<file path="config.mk">
export PLATFORM = sky130hd
export DESIGN_NAME = isr_decoder
export DESIGN_NICKNAME = d
export VERILOG_FILES = /design/src/rtl/isr_decoder.sv
export SDC_FILE = /design/constraint.sdc
export NUM_CORES = 1
export LEC_CHECK = 0
export BUFFER_PORTS_ARGS = -buffer_cell sky130_fd_sc_hd__buf_4
export CAP_MARGIN = 0
export CORE_ASPECT_RATIO = 1.2
export CORE_MARGIN = 1
export CORE_UTILIZATION = 49
export CTS_CLUSTER_SIZE = 30
export DETAILED_ROUTE_END_ITERATION = 16
export GPL_ROUTABILITY_DRIVEN = 0
export GPL_TIMING_DRIVEN = 0
export HOLD_SLACK_MARGIN = 0.06
export PLACE_DENSITY = 0.85
export SKIP_LAST_GASP = 1
export SLEW_MARGIN = 15
export SYNTH_ARGS = -nofsm -noshare
export SYNTH_HDL_FRONTEND = slang
export SYNTH_SLANG_ARGS = --single-unit
</file>
<file path="constraint.sdc">
create_clock -name clk -period 2.2 [get_ports clk]
set_input_delay 0.33 -clock clk [delete_from_list [all_inputs] [get_ports clk]]
set_output_delay 0.33 -clock clk [all_outputs]
set_load 0.01 [all_outputs]
</file>
<file path="src/rtl/isr_decoder.sv">
// In-Service Register for the interrupt controller: ack sets, EOI clears, reports top level.
// Define ISR_ROTATE_ON_EOI_EN for automatic priority rotation on EOI; otherwise priority is fixed.
module isr_decoder (
  input  logic       clk,
  input  logic       rst_n,
  input  logic       ack_valid,
  input  logic [2:0] ack_level,
  input  logic       eoi_valid,
  input  logic       eoi_specific,
  input  logic [2:0] eoi_level,
  output logic [7:0] isr,
  output logic       isr_any,
  output logic [2:0] isr_top,
  output logic [2:0] low_pri,
  output logic       err
);

  logic [2:0]  start;
  logic [15:0] dbl;
  logic [7:0]  rot;
  logic [2:0]  idx;
  logic [2:0]  eoi_lvl;
  logic        eoi_err, eoi_clr, ack_err;
  logic [7:0]  after_eoi, isr_nxt;

  assign isr_any = |isr;

  // Rotate so the highest-priority level lands at bit 0, then take the first set bit.
  always_comb begin
    start = low_pri + 3'd1;
    dbl   = {isr, isr} >> start;
    rot   = dbl[7:0];
    idx   = 3'd0;
    for (int i = 7; i >= 0; i--)
      if (rot[i]) idx = 3'(i);
    isr_top = isr_any ? start + idx : 3'd0;
  end

  // EOI acts on the pre-edge ISR; the ack set is layered on top so it wins a same-bit clash.
  always_comb begin
    eoi_lvl   = eoi_specific ? eoi_level : isr_top;
    eoi_err   = eoi_valid && (eoi_specific ? !isr[eoi_level] : !isr_any);
    eoi_clr   = eoi_valid && !eoi_err;
    after_eoi = eoi_clr ? (isr & ~(8'd1 << eoi_lvl)) : isr;
    ack_err   = ack_valid && after_eoi[ack_level];
    isr_nxt   = ack_valid ? (after_eoi | (8'd1 << ack_level)) : after_eoi;
  end

  always_ff @(posedge clk or negedge rst_n) begin
    if (!rst_n) begin
      isr <= 8'h00;
      err <= 1'b0;
    end else begin
      isr <= isr_nxt;
      err <= eoi_err || ack_err;
    end
  end

`ifdef ISR_ROTATE_ON_EOI_EN
  logic [2:0] low_pri_q;

  always_ff @(posedge clk or negedge rst_n) begin
    if (!rst_n)       low_pri_q <= 3'd7;
    else if (eoi_clr) low_pri_q <= eoi_lvl;
  end

  assign low_pri = low_pri_q;
`else
  assign low_pri = 3'd7;
`endif

endmodule
</file>
==> qor.txt, run 1 <==
vias in the first global route -> 735
flops & latches, synth -> 9
largest net degree at the start of global routing -> 11
via/cell ratio -> 5.99
critical path peak fanout -> 9
CP endpoint kind -> flop
clock share of power -> 0.118
Syn Inst Count -> 97
die footprint -> 0.00189 mm^2
DPL Wire Length -> 1690 um
status -> completed
EDFF count, synth -> 0
Root Buffer -> clkbuf_4
Reg-to-Reg Start -> isr[0]
worst min-delay path class -> in2reg
R2R depth -> 6
I/O Pins -> 27
Slew @ Worst Pin -> 526 ps
initial antenna violation count -> 0
worst skew pair latency -> 270 ps
Die Width -> 39.8 um
Reg-to-Reg End -> err
Port Buffers -> 22
H-tree levels -> 1
top cell type's share of synthesized area -> 0.268
P_int -> 628 uW
CTS tree -> built
clk sinks -> 9
post-synth top area cell -> dfrtp_1
Area contributors post-synth -> dfrtp_1, mux4_1, nor3_1
Die H -> 47.4 um
antenna cells -> 0
sw frac -> 0.450
mapped cell area -> 841 um^2
worst relative slew slack -> 0.647
Seq/Total Area, Yosys -> 0.268
Ys Warns -> 0
first-pass GRT wire length -> 3160 um
WHS Path Cells -> 3
detailed-route wire length per cell -> 15.2 um
Overflow after GRT -> 0
min-delay src -> ack_level[1]
core area -> 0.00162 mm^2
final WL -> 2190 um
CTS Buf Count -> 3
skew final -> 2.98 ps
Avg Cell Area, Syn -> 8.67 um^2
DRT antenna net count -> 0
Pins Over Slew Limit -> 0
Max clock buf depth -> 2
1st-pass router iterations -> 4
combinational share of power -> 0.540
maxcap violations -> 0
total power -> 1.14 mW
Setup CP Type -> reg2reg
Req. time, crit path -> 2330 ps
Power Density -> 1070 mW/mm^2
Area Overhead vs Synth -> 27.5%
share of layout cells above drive strength 1 -> 0.333
Worst Hold Endpoint -> isr[6]
clock slew seen by the registers of the worst setup and hold paths -> 60 ps
unrepaired setup endpoints after global routing -> no
Tcrit/Tclk final -> 0.941
endpoints failing setup -> 0
# rows -> 16
r2r setup slk -> 130 ps
vias -> 863
maximum clock rate -> 0.483 GHz
Yosys cell types -> 43
final worst path period need -> 2070 ps
Final Hold Fails -> 0
worst vdd ir -> 0.615 mV
Initial Util -> 0.519
Nets -> 138
Layout Utilization -> 0.661
Worst EP arrival -> 2200 ps
Reg power frac -> 0.342
drt drc -> 0
setup_tns -> 0 ps
post-CTS sizing -> 0
Worst Setup Start Kind -> flop
All-Layer GR Usage -> 0.257
Async S/R FF share, synth -> 1.00
Synth Flop Type -> dfrtp_1
Net Sw Power -> 514 uW
1st-iter DRT viols -> 14
P_leak -> 0.460 nW
## final cells by class
cell class                 count  area [um^2]
multi-input combinational     81          571
fill                         144          549
sequential                     9          225
timing repair buffer          23          175
buffer                         4         33.8
clock buffer                   4         26.3
tap                           18         22.5
inverter                       5         18.8
## worst max-delay path, cell delays in order, from the launching register on
cell,delay [ps]
dfrtp_1,460
or4_4,590
nor3_2,190
o21ai_2,110
a21o_1,170
o31ai_1,250
o2111ai_1,150
## power groups by stage
stage          clock network, mW  logic [mW]  registers (mW)
2_1_floorplan                  0       0.343           0.393
3_3_place_gp                   0       0.600           0.385
3_5_place_dp                   0       0.609           0.392
4_1_cts                    0.133       0.614           0.389
5_1_grt                    0.145       0.674           0.410
6_report                   0.134       0.617           0.390
## per-layer routing
layer,global-route usage,share of wire,vias up
met2,0.446,0.53,32
met4,0.131,0.023,0
met1,0.306,0.40,402
met5,0,0,-
li1,-,-,424
met3,0.0284,0.053,5
## how the worst max path moves through the flow
| stage | startpoint | to | slack, ps | depth (start not counted) |
|---|---|---|---|---|
| final | isr[0] | err | 130 | 6 |
| after global routing | isr[0] | err | 50 | 6 |
| after CTS | isr[0] | err | 130 | 6 |
| after detailed placement | isr[0] | err | 140 | 6 |
| after global placement | isr[0] | err | 180 | 6 |
| after floorplan | isr[0] | err | 290 | 6 |
## cell families after synthesis
family	synth area share
AND/OR/NAND/NOR	0.269
AO/OA/AOI/OAI	0.307
flip-flops	0.268
buffers and inverters	0.0625
multiplexers	0.0893
other	0.00446
## stage by stage
stage / cell area, um^2 / setup WS, ps / std cells / hold slack [ps]
after global routing: 1070 / 47.4 / 144 / 367
after detailed placement: 1040 / 141 / 139 / 160
after global placement: 1040 / 181 / 139 / 157
after floorplan: 848 / 292 / 99 / 34.4
final: 1070 / 130 / 144 / 360
after CTS: 1070 / 127 / 144 / 357
## registers in the layout (all words and copies together) (netlist names)
name / count
isr: 8
err: 1
## cell usage in the layout (no fill, tap or decap), types with 2 or more instances in the layout
cell	instances
nand2_1	7
mux2_2	2
nand3_1	3
nand2b_1	4
or2_2	2
o22ai_1	2
clkbuf_4	3
o211ai_1	2
buf_4	25
mux4_1	2
o31ai_1	3
a21oi_1	3
conb_1	3
o21ai_0	7
a21o_1	2
dfrtp_1	9
inv_1	5
nor3_1	7
nor2_1	8
## cells in the mapped netlist (all sizes together), types with 2 or more instances
cell type,number
dfrtp,9
nor2,8
nor3,8
o21ai,8
nand2,7
inv,5
a21o,4
buf,4
nand2b,4
a21oi,3
nand3,3
o31ai,3
mux2,2
mux4,2
o211ai,2
o22ai,2
or2,2
## repair_timing
item                      CTS  global route
buffers inserted            0             0
hold buffers                1             0
hold endpoints to repair    9             0
No activity file was read; power rests on OpenSTA's default activity.
==> run 2, diff against run 1 <==
- ABC_AREA: not set -> 1
- CORE_UTILIZATION: 49 -> 48
==> qor.txt, run 2 <==
Worst Hold Endpoint -> isr[0] (was isr[6])
unrepaired setup endpoints after global routing -> no (unchanged)
DPL Wire Length -> 1630 um (was 1690 um)
core area -> 0.00146 mm^2 (was 0.00162 mm^2)
Ys Warns -> 0 (unchanged)
initial antenna violation count -> 0 (unchanged)
Worst Setup Start Kind -> flop (unchanged)
Synth Flop Type -> dfrtp_1 (unchanged)
largest net degree at the start of global routing -> 10 (was 11)
Post-Place Worst Slack -> 375 ps (was 141 ps)
Reg-to-Reg End -> err (unchanged)
Initial Util -> 0.521 (was 0.519)
Placed Cells -> 173 (was 139)
CTS Buf Count -> 3 (unchanged)
worst vdd ir -> 0.478 mV (was 0.615 mV)
Seq/Total Area, Yosys -> 0.295 (was 0.268)
worst min-delay path class -> in2reg (unchanged)
DRT antenna net count -> 0 (unchanged)
fin cells -> 178 (was 144)
flops & latches, synth -> 9 (unchanged)
CTS tree -> built (unchanged)
via/cell ratio -> 5.05 (was 5.99)
Syn Inst Count -> 131 (was 97)
detailed-route wire length per cell -> 10.9 um (was 15.2 um)
endpoints failing setup -> 0 (unchanged)
Post-CTS Setup Inserts -> 0 (unchanged)
top cell type's share of synthesized area -> 0.295 (was 0.268)
critical path peak fanout -> 4 (was 9)
final WL -> 1940 um (was 2190 um)
r2r setup slk -> 340 ps (was 130 ps)
Area Overhead vs Synth -> 31.1% (was 27.5%)
Final Hold Fails -> 0 (unchanged)
H-tree levels -> 1 (unchanged)
Req. time, crit path -> 2350 ps (was 2330 ps)
Yosys cell types -> 16 (was 43)
Root Buffer -> clkbuf_4 (unchanged)
P_leak -> 0.576 nW (was 0.460 nW)
Worst EP arrival -> 2020 ps (was 2200 ps)
1st-pass router iterations -> 4 (unchanged)
skew final -> 1.41 ps (was 2.98 ps)
vias -> 899 (was 863)
min-delay src -> ack_level[2] (was ack_level[1])
clk sinks -> 9 (unchanged)
maximum clock rate -> 0.537 GHz (was 0.483 GHz)
worst hold margin -> 310 ps (was 360 ps)
Setup CP Type -> reg2reg (unchanged)
Reg-to-Reg Start -> isr[4] (was isr[0])
EDFF count, synth -> 0 (unchanged)
WHS Path Cells -> 2 (was 3)
Async S/R FF share, synth -> 1.00 (unchanged)
Area contributors post-synth -> dfrtp_1, nand2_1, nand3_1 (was dfrtp_1, mux4_1, nor3_1)
most flop-heavy register -> isr (unchanged)
All-Layer GR Usage -> 0.252 (was 0.257)
worst skew pair latency -> 260 ps (was 270 ps)
most frequent cell after synthesis -> nand2_1 (was dfrtp_1)
R2R depth -> 14 (was 6)
Avg Cell Area, Syn -> 5.83 um^2 (was 8.67 um^2)
Overflow after GRT -> 0 (unchanged)
CP endpoint kind -> flop (unchanged)
status -> completed (unchanged)
Power Density -> 848 mW/mm^2 (was 1070 mW/mm^2)
worst setup margin -> 337 ps (was 130 ps)
1st-iter DRT viols -> 7 (was 14)
Layout Utilization -> 0.684 (was 0.661)
Die H -> 45.7 um (was 47.4 um)
setup_tns -> 0 ps (unchanged)
commonest cells after routing, fill and taps aside -> nand2_1, buf_4, nand3_1 (was buf_4, dfrtp_1, nor2_1)
clock slew seen by the registers of the worst setup and hold paths -> 60 ps (about the same)
Tcrit/Tclk final -> 0.847 (was 0.941)
antenna cells -> 0 (unchanged)
Die Width -> 38.4 um (was 39.8 um)
I/O Pins -> 27 (unchanged)
maxcap violations -> 0 (unchanged)
Nets -> 173 (was 138)
commonest non-fill, non-tap cell in the layout -> nand2_1 (was buf_4)
mapped cell area -> 763 um^2 (was 841 um^2)
top post-synthesis cells by count -> nand2_1, nand3_1, inv_1, dfrtp_1, nor2_1 (was dfrtp_1, nor2_1, nand2_1, nor3_1, o21ai_0)
Largest regs -> isr (8), err (1) (unchanged)
drt drc -> 0 (unchanged)
die footprint -> 0.00175 mm^2 (was 0.00189 mm^2)
number of flip-flops in the largest register -> 8 (unchanged)
share of layout cells above drive strength 1 -> 0.286 (was 0.333)
post-CTS sizing -> 0 (unchanged)
first-pass GRT wire length -> 3050 um (was 3160 um)
Pins Over Slew Limit -> 0 (unchanged)
# rows -> 15 (was 16)
Port Buffers -> 23 (was 22)
vias in the first global route -> 814 (was 735)
Max clock buf depth -> 2 (unchanged)
final worst path period need -> 1860 ps (was 2070 ps)
post-synth top area cell -> dfrtp_1 (unchanged)
run 2: cell count changes after synthesis, moves of 4 or more:
cell and delta:
inv_1 +9, inv_2 +6, nand2_1 +46, nand2b_1 -4, nand3_1 +12, nor2_2 +5
nor3_1 -7
run 2: through the flow:
stage | total power, mW | area [um^2]
6_report | 0.849 | 1000
3_3_place_gp | 0.707 | 965
3_5_place_dp | 0.723 | 965
4_1_cts | 0.847 | 1000
5_1_grt | 0.911 | 1000
2_1_floorplan | 0.529 | 771
run 2: critical path, cell delays in order (launching register included):
cell	delay (ps)
dfrtp_1	420
nor2_1	150
nand2_1	100
inv_1	100
nor2_2	50
a21oi_2	150
inv_1	70
nor2_2	180
nand3_1	90
nand2_1	90
nand2_1	70
nand2_1	90
o21ai_1	70
nand3_1	70
nand2_1	50
run 2: worst max-delay path by stage:
| stage | cells past startpoint | from | end | slack (ps) |
|---|---|---|---|---|
| 2_1_floorplan | 12 | isr[0] | err | 560 |
| 3_5_place_dp | 14 | isr[4] | err | 370 |
| 4_1_cts | 14 | isr[4] | err | 350 |
| 3_3_place_gp | 14 | isr[4] | err | 450 |
| 6_report | 14 | isr[4] | err | 340 |
| 5_1_grt | 14 | isr[7] | err | 170 |
run 2: cell type report:
class,instances,area [um^2]
Inverter,20,75.1
Buffer,3,22.5
Clock buffer,4,26.3
Tap cell,17,21.3
Multi-Input combinational cell,101,448
Timing Repair Buffer,24,183
Fill cell,143,463
Sequential cell,9,225
run 2: what timing repair did:
action / 4_1_cts / 5_1_grt
setup endpoints to repair: 0 / 0
endpoints found under the hold margin: 9 / 0
hold buffers: 1 / 0
run 2: metal layers:
layer | up-vias | global-route usage | wire length, um
li1 | 457 | - | -
met2 | 34 | 0.508 | 1080
met5 | - | 0 | 0
met1 | 401 | 0.246 | 724
met3 | 7 | 0.0147 | 89
met4 | 0 | 0.124 | 43
run 2: cells by family after synthesis:
family,Yosys count,synth area share
AO/OA/AOI/OAI,13,0.100
other,1,0.00491
buffers and inverters,23,0.128
AND/OR/NAND/NOR,85,0.472
flip-flops,9,0.295
run 2: where the power goes:
part	internal [mW]	switching (mW)	total, mW
Sequential	0.218	0.0784	0.296
Clock	0.0697	0.0549	0.125
Combinational	0.186	0.242	0.428
